==> src/rtl/step_sequencer_if.sv <==
// Avalon-MM slave bus bundle for the step sequencer register file.
interface step_sequencer_if;
  logic        chipselect;
  logic [1:0]  address;
  logic        write;
  logic [31:0] writedata;
  logic        read;
  logic [31:0] readdata;

  modport master (output chipselect, output address, output write, output writedata,
                  output read, input readdata);
  modport slave  (input chipselect, input address, input write, input writedata,
                  input read, output readdata);
endinterface

==> src/rtl/step_sequencer.sv <==
// Stepper-motor phase sequencer: each synchronised step_clk rise advances a 4-coil pattern,
// counting down a programmed step budget and tracking absolute half-step position.
module step_sequencer #(
  parameter int STEP_W  = 16,
  parameter bit HOLD_EN = 1'b1
) (
  input  logic                   clk,
  input  logic                   reset_n,
  input  logic                   step_clk,
  step_sequencer_if.slave        bus,
  output logic [3:0]             coils,
  output logic                   irq
);

  typedef enum logic {IDLE = 1'b0, RUN = 1'b1} state_t;

  localparam logic [STEP_W-1:0] STEP_ONE  = STEP_W'(1);
  localparam logic [STEP_W-1:0] STEP_ZERO = STEP_W'(0);

  state_t             state_q;
  logic               sync1_q, sync2_q, sync3_q, tick_q;
  logic [2:0]         phase_q, phase_d;
  logic [31:0]        pos_q, pos_d;
  logic [STEP_W-1:0]  steps_q, remaining_q;
  logic               dir_q, half_q, irq_en_q, done_q, aborted_q;
  logic [3:0]         coils_q;
  logic               irq_q;
  logic [31:0]        readdata_q, rdata_s;
  logic               wr_ctrl_s, wr_steps_s, wr_stat_s, wr_pos_s, rd_s, go_s, stop_s;

  function automatic logic [3:0] phase_pattern(input logic [2:0] idx);
    logic [3:0] pat;
    case (idx)
      3'd0:    pat = 4'b1000;
      3'd1:    pat = 4'b1100;
      3'd2:    pat = 4'b0100;
      3'd3:    pat = 4'b0110;
      3'd4:    pat = 4'b0010;
      3'd5:    pat = 4'b0011;
      3'd6:    pat = 4'b0001;
      3'd7:    pat = 4'b1001;
      default: pat = 4'b0000;
    endcase
    return pat;
  endfunction

  // Bus decode, next phase/position and read-data mux.
  always_comb begin
    wr_ctrl_s  = bus.chipselect & bus.write & (bus.address == 2'd0);
    wr_steps_s = bus.chipselect & bus.write & (bus.address == 2'd1);
    wr_stat_s  = bus.chipselect & bus.write & (bus.address == 2'd2);
    wr_pos_s   = bus.chipselect & bus.write & (bus.address == 2'd3);
    rd_s       = bus.chipselect & bus.read;
    stop_s     = wr_ctrl_s & bus.writedata[3];
    go_s       = wr_ctrl_s & bus.writedata[0] & ~bus.writedata[3];

    if (dir_q) begin
      phase_d = phase_q + (half_q ? 3'd1 : 3'd2);
      pos_d   = pos_q + (half_q ? 32'd1 : 32'd2);
    end else begin
      phase_d = phase_q - (half_q ? 3'd1 : 3'd2);
      pos_d   = pos_q - (half_q ? 32'd1 : 32'd2);
    end

    rdata_s = 32'd0;
    case (bus.address)
      2'd0:    rdata_s = {27'd0, irq_en_q, 1'b0, half_q, dir_q, 1'b0};
      2'd1:    rdata_s[STEP_W-1:0] = steps_q;
      2'd2: begin
        rdata_s[16 +: STEP_W] = remaining_q;
        rdata_s[2:0]          = {aborted_q, done_q, (state_q == RUN)};
      end
      2'd3:    rdata_s = pos_q;
      default: rdata_s = 32'd0;
    endcase
  end

  // step_clk synchroniser; tick_q is registered so coils move 3 edges after first sample.
  always_ff @(posedge clk or negedge reset_n) begin
    if (!reset_n) begin
      sync1_q <= 1'b0;
      sync2_q <= 1'b0;
      sync3_q <= 1'b0;
      tick_q  <= 1'b0;
    end else begin
      sync1_q <= step_clk;
      sync2_q <= sync1_q;
      sync3_q <= sync2_q;
      tick_q  <= sync2_q & ~sync3_q;
    end
  end

  // Control FSM, register file and registered outputs.
  always_ff @(posedge clk or negedge reset_n) begin
    if (!reset_n) begin
      state_q     <= IDLE;
      phase_q     <= 3'd0;
      pos_q       <= 32'd0;
      steps_q     <= STEP_ZERO;
      remaining_q <= STEP_ZERO;
      dir_q       <= 1'b0;
      half_q      <= 1'b0;
      irq_en_q    <= 1'b0;
      done_q      <= 1'b0;
      aborted_q   <= 1'b0;
      coils_q     <= 4'b0000;
      irq_q       <= 1'b0;
      readdata_q  <= 32'd0;
    end else begin
      irq_q <= done_q & irq_en_q;
      if (rd_s) begin
        readdata_q <= rdata_s;
      end
      // Clears come first so a done set later in this block overrides them.
      if (wr_stat_s && bus.writedata[1]) begin
        done_q <= 1'b0;
      end
      if (wr_stat_s && bus.writedata[2]) begin
        aborted_q <= 1'b0;
      end
      case (state_q)
        IDLE: begin
          if (wr_steps_s) begin
            steps_q <= bus.writedata[STEP_W-1:0];
          end
          if (wr_pos_s) begin
            pos_q <= bus.writedata;
          end
          if (go_s) begin
            dir_q    <= bus.writedata[1];
            half_q   <= bus.writedata[2];
            irq_en_q <= bus.writedata[4];
            if (steps_q != STEP_ZERO) begin
              state_q     <= RUN;
              remaining_q <= steps_q;
            end else begin
              done_q <= 1'b1;
            end
          end
        end
        RUN: begin
          if (stop_s) begin
            state_q     <= IDLE;
            remaining_q <= STEP_ZERO;
            aborted_q   <= 1'b1;
            if (!HOLD_EN) begin
              coils_q <= 4'b0000;
            end
          end else if (tick_q) begin
            phase_q     <= phase_d;
            pos_q       <= pos_d;
            remaining_q <= remaining_q - STEP_ONE;
            if (remaining_q == STEP_ONE) begin
              state_q <= IDLE;
              done_q  <= 1'b1;
              coils_q <= HOLD_EN ? phase_pattern(phase_d) : 4'b0000;
            end else begin
              coils_q <= phase_pattern(phase_d);
            end
          end
        end
        default: state_q <= IDLE;
      endcase
    end
  end

  assign coils        = coils_q;
  assign irq          = irq_q;
  assign bus.readdata = readdata_q;

endmodule

==> src/flat_wrapper.sv <==
// flat-port wrapper written by rule: the top's interface ports become plain ports
module step_sequencer_flat 
#(
  parameter int STEP_W  = 16,
  parameter bit HOLD_EN = 1'b1
)
  (clk, reset_n, step_clk, coils, irq, bus_chipselect, bus_address, bus_write, bus_writedata, bus_read, bus_readdata);
  step_sequencer_if bus_i ();
  input  logic clk;
  input  logic reset_n;
  input  logic step_clk;
  output logic [3:0] coils;
  output logic irq;
  input wire logic [$bits(bus_i.chipselect)-1:0] bus_chipselect;
  input wire logic [$bits(bus_i.address)-1:0] bus_address;
  input wire logic [$bits(bus_i.write)-1:0] bus_write;
  input wire logic [$bits(bus_i.writedata)-1:0] bus_writedata;
  input wire logic [$bits(bus_i.read)-1:0] bus_read;
  output wire logic [$bits(bus_i.readdata)-1:0] bus_readdata;
  assign bus_i.chipselect = bus_chipselect;
  assign bus_i.address = bus_address;
  assign bus_i.write = bus_write;
  assign bus_i.writedata = bus_writedata;
  assign bus_i.read = bus_read;
  assign bus_readdata = bus_i.readdata;
  step_sequencer #(.STEP_W(STEP_W), .HOLD_EN(HOLD_EN)) u_core (.clk(clk), .reset_n(reset_n), .step_clk(step_clk), .bus(bus_i), .coils(coils), .irq(irq));
endmodule
==> config.mk <==
export PLATFORM = sky130hd
export DESIGN_NAME = step_sequencer_flat
export DESIGN_NICKNAME = d
export VERILOG_FILES = /design/src/rtl/step_sequencer_if.sv /design/src/rtl/step_sequencer.sv /design/src/flat_wrapper.sv
export SDC_FILE = /design/constraint.sdc
export NUM_CORES = 1
export LEC_CHECK = 0
export ABC_CLOCK_PERIOD_IN_PS = 6200
export CAP_MARGIN = 5
export CORE_MARGIN = 2
export CORE_UTILIZATION = 55
export DETAILED_ROUTE_END_ITERATION = 10
export GPL_TIMING_DRIVEN = 1
export PLACE_DENSITY = 0.79
export SYNTH_ARGS = -nofsm -noshare
export SYNTH_HDL_FRONTEND = slang
export SYNTH_SLANG_ARGS = --single-unit
==> constraint.sdc <==
create_clock -name clk -period 6.2 [get_ports clk]
set_input_delay 1.24 -clock clk [delete_from_list [all_inputs] [get_ports clk]]
set_output_delay 1.24 -clock clk [all_outputs]
set_load 0.01 [all_outputs]
## After elaboration in Yosys (flattened, before gate mapping)

Memory sizes are Yosys's and may differ from the RTL's.
Cells that the tools add are included.

- $add $sub $neg: 5
- Eq/ne operators: 10
- Mux-type cells: 33
- Bitwise operators: 15
- Reduce and logical (&&, ||, !) cells: 9

Operators with widths:

| kind | number |
|---|---|
| two-way mux 32 bit | 4 |
| two-way mux 16 bit | 4 |
| case mux 16 bit (2 select lines) | 2 |
| case mux 32 bit (2 select lines) | 1 |
| case mux 13 bit (3 select lines) | 1 |
| adder 32 bit | 1 |
| subtractor 32 bit | 1 |
| == test 16 x 1 -> 1 bit, second input constant | 1 |
| nonzero test 16 bit | 1 |
| subtractor 16 x 1 -> 16 bit, second input constant | 1 |
| two-way mux 1 bit | 14 |
| case mux 3 bit (4 select lines) | 1 |
| AND 1 bit | 11 |
| AND reduction 3 bit | 3 |
| != test 2 x 1 -> 1 bit, second input constant | 3 |
| == test 2 bit, second input constant | 2 |
| two-way mux 2 bit | 2 |
| two-way mux 4 bit | 1 |
| != test 2 bit, second input constant | 2 |
| NOT 1 bit | 4 |
| case mux 1 bit (2 select lines) | 2 |
| AND reduction 2 bit | 2 |
| adder 3 bit | 1 |
| two-way mux 3 bit | 1 |
| other kinds (5) | 6 |

- Bits in registers: 114
- ROM bits: 64
- Bits of input ports: 40
- Output and inout bits: 37
- Logic and storage cells: 91
- Memories: 2

Memories:

| name | depth | width | read ports | clocked after memory_dff | wr ports | RTL line | RTL |
|---|---|---|---|---|---|---|---|
| (name not given) | 8 | 4 | 1 | 0 | 0 | step_sequencer.sv:33 | `case (idx)` |
| (name not given) | 8 | 4 | 1 | 0 | 0 | step_sequencer.sv:33 |  |

## Longest topological paths before layout

Gate-level depths: netlist of the first run.

- Depth after elaboration: 8
- Mapped depth: 12
- Mapped depth without buffers: 11

## Worst setup path after synthesis of the first run

OpenSTA, ideal clock, no wires.

- Path kind: reg-to-reg
- Start: reg u_core.dir_q
- End: reg u_core.pos_q[28]
- Library setup time: 0.130 ns
- Arrival: 2.944 ns
- Required time: 6.070 ns
- Slack: 3.126 ns
- Stages on the path, launching flop included: 12
- Path buffers: 1
- Period minus slack after synthesis: 3.074 ns
- Cell sequence: dfrtp_1 -> inv_1 -> ha_1 -> a21o_1 -> a21oi_2 -> a311oi_1 -> or2_1 -> buf_6 -> a211o_1 -> a221oi_2 -> xor2_1 -> o21ai_1

- Longest elaborated chain between the ends: 4

Ends and longest elaborated chain:

| item | RTL line | RTL |
|---|---|---|
| from (decl) | step_sequencer.sv:25 | `logic dir_q, half_q, irq_en_q, done_q, aborted_q;` |
| from (signal assigned) | step_sequencer.sv:130 | `dir_q <= bus.writedata[1];` |
| two-way mux 32 bit | step_sequencer.sv:57 | `if (dir_q) begin` |
| two-way mux 32 bit | step_sequencer.sv:149 | `end else if (tick_q) begin` |
| two-way mux 32 bit | step_sequencer.sv:142 | `if (stop_s) begin` |
| case mux 32 bit (2 select lines) | step_sequencer.sv:121 | `case (state_q)` |
| to (signal assigned) | step_sequencer.sv:127 | `pos_q <= bus.writedata;` |
| to (signal assigned) | step_sequencer.sv:151 | `pos_q <= pos_d;` |
| to (decl) | step_sequencer.sv:23 | `logic [31:0] pos_q, pos_d;` |

Every way passes these cells. The select of a mux whose other input is x is not followed.
A chain may end at the register's enable or synchronous reset.

## Worst setup path in the final report of the first run

- Start: in bus_address[0]
- End: reg u_core.pos_q[18]

- Longest elaborated chain between the ends: 5
- Elaborated cells on any way between the ends: 8
- Classes of those cells: eq/ne: 3; bitwise: 3; reduce/logical: 2

Ends and longest elaborated chain:

| item | RTL line | RTL |
|---|---|---|
| from (decl) | flat_wrapper.sv:15 | `input wire logic [$bits(bus_i.address)-1:0] bus_address;` |
| zero test 2 bit | step_sequencer.sv:49 | `wr_ctrl_s = bus.chipselect & bus.write & (bus.address == 2'd0);` |
| AND 1 bit | step_sequencer.sv:49 |  |
| AND 1 bit | step_sequencer.sv:54 | `stop_s = wr_ctrl_s & bus.writedata[3];` |
| != test 2 bit (no source line) | - |  |
| AND reduction 3 bit (no source line) (*) | - |  |

Mark *: on every way between the ends. The rest lies on a longest branch, timed or not.

==> results of run 1 <==
[final cells by class]
cell class	count	share of cell area [%]
well taps	172	2.521
inverters	18	0.7913
clock buffers	22	5.671
flip-flops and latches	114	33.41
clock inverters	9	0.9525
multi-input cells	608	47.07
repair buffers	84	9.584
[worst max-delay path: cells and delay by family]
family | cells | cell delay [ns]
simple gates | 4 | 1.28
buf+inv | 3 | 1.09
compound gates | 3 | 0.80
[sequential cells by signal (all words and copies together) (netlist names)]
name,flops
u_core.half_q,1
u_core.remaining_q,16
u_core.done_q,1
u_core.phase_q,3
u_core.tick_q,1
u_core.sync1_q,1
u_core.steps_q,16
u_core.sync2_q,1
u_core.irq_en_q,1
u_core.dir_q,1
u_core.sync3_q,1
u_core.state_q,1
u_core.coils,4
u_core.pos_q,32
u_core.irq,1
u_core.bus.readdata,32
u_core.aborted_q,1
[power by group through the flow]
stage / Combinational [mW] / Sequential (mW) / Clock (mW)
floorplan: 1.68 / 1.23 / 0
global placement: 2.20 / 1.32 / 0
detailed placement: 2.26 / 1.33 / 0
CTS: 2.28 / 1.32 / 0.943
global route: 2.55 / 1.36 / 0.975
finish: 2.31 / 1.33 / 0.931
[per-stage QoR]
step	cells	power (mW)	cell area [um^2]	util, %
after floorplan	783	2.912	7133	-
after global placement	996	3.518	7973	63.18
after detailed placement	996	3.586	7973	63.18
after CTS	1027	4.542	8538	67.66
after global routing	1027	4.888	8538	67.66
final	1027	4.569	8538	67.66
[kinds of logic (layout without fill, tap and decap cells)]
| logic type | count (synthesis) | count (layout) | share of synthesized area (%) |
|---|---|---|---|
| and+or+nand+nor | 242 | 242 | 16.30 |
| xor gates and xnor gates | 21 | 21 | 2.579 |
| adders and majority gates | 36 | 36 | 6.525 |
| DFF | 114 | 114 | 39.99 |
| muxes | 72 | 72 | 10.82 |
| buffers and inverters | 61 | 133 | 3.754 |
| AOI/OAI and AO/OA | 237 | 237 | 20.03 |
[worst paths after layout]
path	startpoint	endpoint	slack [ns]	cells past startpoint
worst min register to register	u_core.sync1_q	u_core.sync2_q	0.35	0
worst max register to register	u_core.dir_q	u_core.pos_q[27]	2.88	11
max in group asynchronous	reset_n	u_core.pos_q[18]	4.11	2
min in group asynchronous	reset_n	u_core.bus.readdata[16]	0.96	1
worst min-delay path	u_core.sync1_q	u_core.sync2_q	0.35	0
worst max-delay path	bus_address[0]	u_core.pos_q[18]	2.10	10
[cells in the final DEF (no fill, tap or decap), types with 8 or more instances in the layout]
cell	n
xnor2_1	8
nand4_1	11
nor4_1	9
clkbuf_16	17
buf_4	9
clkdlybuf4s50_1	75
xor2_1	13
ha_1	34
a21oi_1	69
a21o_1	15
inv_1	18
mux2i_1	49
nand3_1	18
o21ai_0	89
nand2_1	91
a31oi_1	10
nor3_1	15
and3_1	12
dfrtp_1	114
mux2_2	21
nor2_1	49
[layer usage]
metal | part of all wire [%] | wire, um | vias up
met1 | 42 | 8447 | 3156
met3 | 8.1 | 1629 | 33
li1 | - | - | 2972
met4 | 2.0 | 404 | 0
met2 | 48 | 9544 | 274
met5 | 0 | 0 | -
==> impl_metrics.json, run 1 <==
{
  "status": "completed",
  "netlist_area_um2": 7133,
  "synth_area_leaders": "dfrtp_1 (40%), mux2i_1 (6.9%), o21ai_0 (6.2%), ha_1 (6.0%), a21oi_1 (4.9%)",
  "setup_slack_ns": 2.103,
  "grt_pass1_wl_um": 32750,
  "grt-ovfl-total": 0,
  "grt_antenna_before_repair": 0,
  "cts_tree": "yes",
  "synth_warnings": 0,
  "synth_top_area_cell": "dfrtp_1",
  "crit_type": "input port to register",
  "clk_pin_slew_worst_paths_ns": 0.05,
  "grt_pass1_vias": 6256,
  "areaGrowthSynthToFinish_pct": 19.70,
  "synth_common_cells": "dfrtp_1 (114), nand2_1 (91), o21ai_0 (89)",
  "fmax_mhz": 244.1,
  "start_util_pct": 56.52,
  "nNetsFinal": 919,
  "max_slew_margin_pct": 30.78,
  "p_comb_share_pct": 50.5,
  "tns_ns": 0,
  "synth_top_area_share_pct": 39.99,
  "setup-violations-final": 0,
  "synth_enable_flop_cells": 0,
  "whs_ns": 0.3497,
  "swShare_pct": 43.31,
  "syn-num-nets": 859,
  "drt_iter0_drc": 638,
  "worst_slew_pin_slew_ns": 1.036,
  "h-tree-depth": 4,
  "cts_root_buffer": "clkbuf_16",
  "grtUsageMet2_pct": 47.42,
  "final.period_utilization_pct": 66.08,
  "die_area_um2": 13900,
  "crit_required_ns": 6.53,
  "grt_busiest_layer": "met2",
  "drive_gt1_share_pct": 9.240,
  "grtUsageMet1_pct": 40.26,
  "grt_max_degree": 75,
  "clock_latency_ns": 0.41,
  "p_int_mw": 2.590,
  "finalClockSkew_ns": 0.01018,
  "drt-vias-per-instance": 6.266,
  "clock_sinks": 114,
  "wirelength_um": 20030,
  "slowest_delay_ns": 0.54,
  "synthArstFlopShare_pct": 100.0,
  "pre_cts_slack_ns": 1.761,
  "vias": 6435,
  "crit_path_max_fanout": 31,
  "cpMaxStageDelayCell": "a21oi_2",
  "yosys.cell_types.count": 65,
  "cp-end-kind": "register",
  "nFillCells": 1047,
  "layout_min_cycle_time_ns": 4.097,
  "hp-class": "register to register",
  "p_sw_mw": 1.979,
  "ys_ff_latch": 114,
  "powerDensity_nw_per_um2": 535.1,
  "cts_buffers": 17,
  "hold_violations": 0,
  "ys_seq_area_share_pct": 39.99,
  "path_cells": "clkdlybuf4s50_1 > buf_4 > and3b_1 > nand3b_1 > nand2_1 > nor2_2 > a21oi_2 > buf_4 > a21oi_1 > a21oi_1",
  "p_clk_share_pct": 20.4,
  "drv_cap": 0,
  "dp_hpwl_um": 14390,
  "ant_nets": 0,
  "synth.most_common_cell": "dfrtp_1",
  "rsz0062_at_grt": "no",
  "die_h_um": 117.9,
  "multi_input_area_um2": 4019,
  "core_area_um2": 12620,
  "synth.avg_cell_area_um2": 9.110,
  "wl_per_cell_um": 19.50,
  "die_x_um": 117.9,
  "syn-instance-count": 783,
  "slew_violations": 0,
  "power_frac_seq_pct": 29.1,
  "portBuffers": 76,
  "hold_buffers": 0,
  "gp_congestion": 0.9433,
  "clock_path_buffers": 2,
  "p_leak_nw": 3.754,
  "track_usage_pct": 29.74,
  "arrival_ns": 4.42,
  "regArea_um2": 2853,
  "ir_worst_vdd_v": 0.0002737,
  "cts_resized": 0,
  "firstDrtPassIters": 7,
  "drc": 0,
  "synth_ff_type": "dfrtp_1",
  "start_kind": "input port",
  "postCtsSetupRepairBufs": 0,
  "grt_use_met3_pct": 7.267,
  "num_rows": 41,
  "antennaDiodeCount": 0,
  "ios": 77
}
No activity file was read; power rests on OpenSTA's default activity.
==> inputs of run 2 (changes only) <==
- ABC_CLOCK_PERIOD_IN_PS: 6200 -> 3600
- CORE_UTILIZATION: 55 -> 52
- PLACE_DENSITY: 0.79 -> 0.78
- clock period: 6.2 -> 3.6 ns (I/O delays scaled with it)
==> run 2 against run 1 <==
Compared with the run above:
- core utilization fell by 2.4 points
- critical endpoint is now u_core.pos_q[27]
- worst setup slack got worse by 1.8 ns
- largest cell class unchanged
- critical path depth rose by 1
==> impl_metrics.json, run 2 (same netlist as run 1, synthesis figures left out) <==
{
  "status": "completed",
  "cts_resized": 0,
  "startpoint": "u_core.dir_q",
  "pre_cts_slack_ns": 0.4321,
  "crit_family": "compound AO/OA/AOI/OAI gates",
  "gp_congestion": 0.9657,
  "final_cell_mix": "dfrtp_1 (114), nand2_1 (91), o21ai_0 (89)",
  "drive_gt1_share_pct": 9.942,
  "cp_common_cell": "a31oi_2",
  "areaGrowthSynthToFinish_pct": 21.58,
  "worst_slew_pin_slew_ns": 0.9876,
  "r2r_cells": 11,
  "track_usage_pct": 29.45,
  "finalClockSkew_ns": 0.007475,
  "drc": 0,
  "path_cells": "inv_1 > buf_4 > ha_1 > a21o_1 > a31oi_2 > a31oi_2 > o2111ai_2 > a21oi_1 > o21ai_1 > a2111oi_0 > or3_1",
  "finalCoreUtilization_pct": 65.23,
  "rsz0062_at_grt": "no",
  "firstDrtPassIters": 5,
  "r2r_end": "u_core.pos_q[27]",
  "vias": 6391,
  "dp_hpwl_um": 14810,
  "total_power_mw": 8.075,
  "die_h_um": 121.1,
  "clk_pin_slew_worst_paths_ns": 0.06,
  "clock_latency_ns": 0.42,
  "slew_violations": 0,
  "final.period_utilization_pct": 90.69,
  "num_rows": 42,
  "core_area_um2": 13300,
  "ios": 77,
  "r2r-start": "u_core.dir_q",
  "cpMaxStageDelayCell": "a2111oi_0",
  "ir_worst_vdd_v": 0.0005683,
  "die_x_um": 121.1,
  "die_area_um2": 14670,
  "slowest_delay_ns": 0.53,
  "setup-violations-final": 0,
  "layout_min_cycle_time_ns": 3.265,
  "grt_pass1_wl_um": 33000,
  "crit_required_ns": 3.96,
  "start_kind": "register",
  "final_common_cell": "dfrtp_1",
  "fmax_mhz": 306.3,
  "cts_buffers": 17,
  "arrival_ns": 3.62,
  "ant_nets": 0,
  "setup_slack_ns": 0.3351,
  "postCtsSetupRepairBufs": 0,
  "wirelength_um": 20720,
  "grt_max_degree": 76,
  "hp-class": "register to register",
  "max_slew_margin_pct": 34.16,
  "nNetsFinal": 928,
  "clock_path_buffers": 2,
  "crit_path_end": "u_core.pos_q[27]",
  "worst-path-stages": 11,
  "wl_per_cell_um": 19.90,
  "start_util_pct": 53.65,
  "grt-ovfl-total": 0,
  "regArea_um2": 2853,
  "clock_sinks": 114,
  "portBuffers": 76,
  "grt_pass1_vias": 6212,
  "antennaDiodeCount": 0,
  "ff2ff_setup_slack_ns": 0.34,
  "drv_cap": 0,
  "p_leak_nw": 3.823,
  "grt_antenna_before_repair": 0,
  "h-tree-depth": 4,
  "drt-vias-per-instance": 6.139,
  "nFillCells": 1065,
  "placed_cell_area_um2": 8055,
  "fin_cells": 1041,
  "hold_buffers": 0,
  "cp-end-kind": "register",
  "powerDensity_nw_per_um2": 931.2,
  "tns_ns": 0,
  "path_buf_inv": 2,
  "hold_violations": 0,
  "post-route-cell-area_um2": 8672,
  "crit_path_max_fanout": 21,
  "multi_input_area_um2": 4016,
  "cts_tree": "yes",
  "whs_ns": 0.3595,
  "crit_type": "register to register",
  "cts_root_buffer": "clkbuf_16",
  "drt_iter0_drc": 591,
  "dp_cells": 1009
}
-- run 2: cell types whose count changed in the layout (fill, tap and decap cells not counted) --
cell,before,now
buf_12,0,1
buf_4,9,17
bufinv_16,1,4
clkbuf_1,1,3
clkbuf_8,4,0
clkinv_2,4,2
clkinv_4,1,2
clkinvlp_4,3,2
inv_6,0,2
nor2b_1,6,7
nor2b_2,1,0
-- run 2: worst min-delay path by stage --
stage | startpoint | endpoint | slack [ns] | cells after the start
6_report | u_core.sync1_q | u_core.sync2_q | 0.36 | 0
2_1_floorplan | u_core.sync1_q | u_core.sync2_q | 0.33 | 0
3_5_place_dp | u_core.sync1_q | u_core.sync2_q | 0.34 | 0
3_3_place_gp | u_core.sync1_q | u_core.sync2_q | 0.34 | 0
5_1_grt | u_core.sync1_q | u_core.sync2_q | 0.37 | 0
4_1_cts | u_core.sync1_q | u_core.sync2_q | 0.36 | 0
-- run 2: layout make-up --
class,count,share of cell area (%)
tap,176,2.539
sequential,114,32.90
clock buffer,20,5.035
timing repair buffer,93,10.36
multi-input combinational,608,46.31
clock inverter,12,2.078
inverter,18,0.7791
-- run 2: power by group --
part | internal, mW | switching (mW)
sequential | 1.75 | 0.534
clock | 1.16 | 0.603
combinational | 1.72 | 2.31
total | 4.63 | 3.45
-- run 2: routing by layer --
| metal | global-route usage, % | vias up | part of all wire, % |
|---|---|---|---|
| li1 | - | 2997 | - |
| met1 | 40.26 | 3083 | 44 |
| met2 | 44.66 | 257 | 45 |
| met3 | 7.801 | 54 | 7.7 |
| met4 | 11.56 | 0 | 3.6 |
| met5 | 0 | - | 0 |
==> inputs of run 3 (changes only) <==
- CORE_UTILIZATION: 52 -> 40
- PLACE_DENSITY: 0.78 -> 0.63
==> run 3 against run 2 <==
Compared with the run above:
- count of clock-buffer cells in the layout is 1 higher
- global-route usage is 6.5 points lower
- register-to-register slack hardly changed
- total power is 1.4% higher
- worst setup slack worse by 0.0028 ns
- cell area is 1.4% higher
- critical path depth is 1 lower
- largest cell class unchanged
- highest routed layer unchanged
==> impl_metrics.json, run 3 (same netlist as run 1, synthesis figures left out) <==
{
  "status": "completed",
  "drt_iter0_drc": 542,
  "cts_resized": 0,
  "post-route-cell-area_um2": 8790,
  "grt_pass1_vias": 6028,
  "start_kind": "register",
  "ios": 77,
  "h-tree-depth": 4,
  "antennaDiodeCount": 0,
  "vias": 6201,
  "clock_sinks": 114,
  "num_rows": 48,
  "grtUsageMet1_pct": 31.82,
  "final_cell_mix": "dfrtp_1 (114), nand2_1 (91), o21ai_0 (89)",
  "r2r_cells": 10,
  "hp-class": "register to register",
  "pre_cts_slack_ns": 0.3389,
  "crit_type": "register to register",
  "cts_buffers": 17,
  "total_power_mw": 8.186,
  "p_leak_nw": 3.855,
  "placed_cell_area_um2": 8115,
  "die_x_um": 137.5,
  "clock_path_buffers": 2,
  "cp-end-kind": "register",
  "start_util_pct": 41.10,
  "arrival_ns": 3.57,
  "min-delay-start": "u_core.sync1_q",
  "worst_slew_pin_slew_ns": 1.100,
  "rsz0062_at_grt": "no",
  "crit_path_max_fanout": 18,
  "finalCoreUtilization_pct": 50.64,
  "setup-violations-final": 0,
  "fmax_mhz": 306.0,
  "track_usage_pct": 22.93,
  "grt-ovfl-total": 0,
  "cts_root_buffer": "clkbuf_16",
  "drt-vias-per-instance": 5.705,
  "min_to": "u_core.sync2_q",
  "hold_buffers": 0,
  "powerDensity_nw_per_um2": 931.4,
  "nFillCells": 1596,
  "postCtsSetupRepairBufs": 0,
  "wl_per_cell_um": 18.66,
  "r2r-start": "u_core.dir_q",
  "crit_required_ns": 3.90,
  "drc": 0,
  "grt_pass1_wl_um": 32800,
  "max_slew_margin_pct": 26.49,
  "portBuffers": 76,
  "gp_congestion": 0.8924,
  "final.period_utilization_pct": 90.77,
  "die_h_um": 137.5,
  "layout_min_cycle_time_ns": 3.268,
  "whs_ns": 0.3480,
  "fin_cells": 1087,
  "setup_slack_ns": 0.3323,
  "grt_antenna_before_repair": 0,
  "grt_use_met3_pct": 4.341,
  "ant_nets": 0,
  "drive_gt1_share_pct": 9.977,
  "core_area_um2": 17360,
  "die_area_um2": 18920,
  "finalClockSkew_ns": 0.01088,
  "holdPathStages": 0,
  "nNetsFinal": 926,
  "areaGrowthSynthToFinish_pct": 23.22,
  "drv_cap": 0,
  "grt_max_degree": 62,
  "dp_cells": 1056,
  "final_common_cell": "dfrtp_1",
  "grtUsageMet2_pct": 36.21,
  "wirelength_um": 20280,
  "hold_violations": 0,
  "grt_busiest_layer": "met2",
  "firstDrtPassIters": 5,
  "tns_ns": 0,
  "ff2ff_setup_slack_ns": 0.33,
  "dp_hpwl_um": 14580,
  "clk_pin_slew_worst_paths_ns": 0.06,
  "cts_tree": "yes",
  "slew_violations": 0,
  "ir_worst_vdd_v": 0.0003940,
  "r2r_end": "u_core.pos_q[27]",
  "clock_latency_ns": 0.43
}
run 3: how the worst max path moves through the flow:
stage | start | cells after the start | to
finish | u_core.dir_q | 10 | u_core.pos_q[27]
global route | u_core.dir_q | 11 | u_core.pos_q[31]
CTS | u_core.dir_q | 11 | u_core.pos_q[31]
detailed placement | bus_chipselect | 8 | u_core.pos_q[27]
global placement | u_core.dir_q | 11 | u_core.pos_q[31]
floorplan | u_core.dir_q | 11 | u_core.pos_q[28]
run 3: final cells by class:
class,count,area (um^2),share of cell area [%]
multi-input combinational,608,4030,45.85
tap,225,281.5,3.203
inverter,18,67.56,0.7687
clock buffer,21,470.5,5.352
sequential,114,2853,32.46
clock inverter,10,203.9,2.320
timing repair buffer,91,883.3,10.05
run 3: critical path, cell delays in order (launching register included):
cell,delay [ns]
dfrtp_1,0.37
inv_1,0.50
ha_1,0.42
a21o_1,0.24
a31oi_2,0.26
a31oi_2,0.19
o2111ai_2,0.28
a21oi_1,0.16
o21ai_1,0.19
a2111oi_0,0.11
or3_1,0.41
run 3: power by group:
part           switching [mW]  internal, mW
combinational            2.26          1.71
clock                   0.607          1.35
sequential              0.515          1.75
run 3: metal layers:
metal / share of wire (%) / wire, um
met1: 46 / 9339
met2: 47 / 9570
met3: 5.1 / 1033
met4: 1.7 / 340
met5: 0 / 0
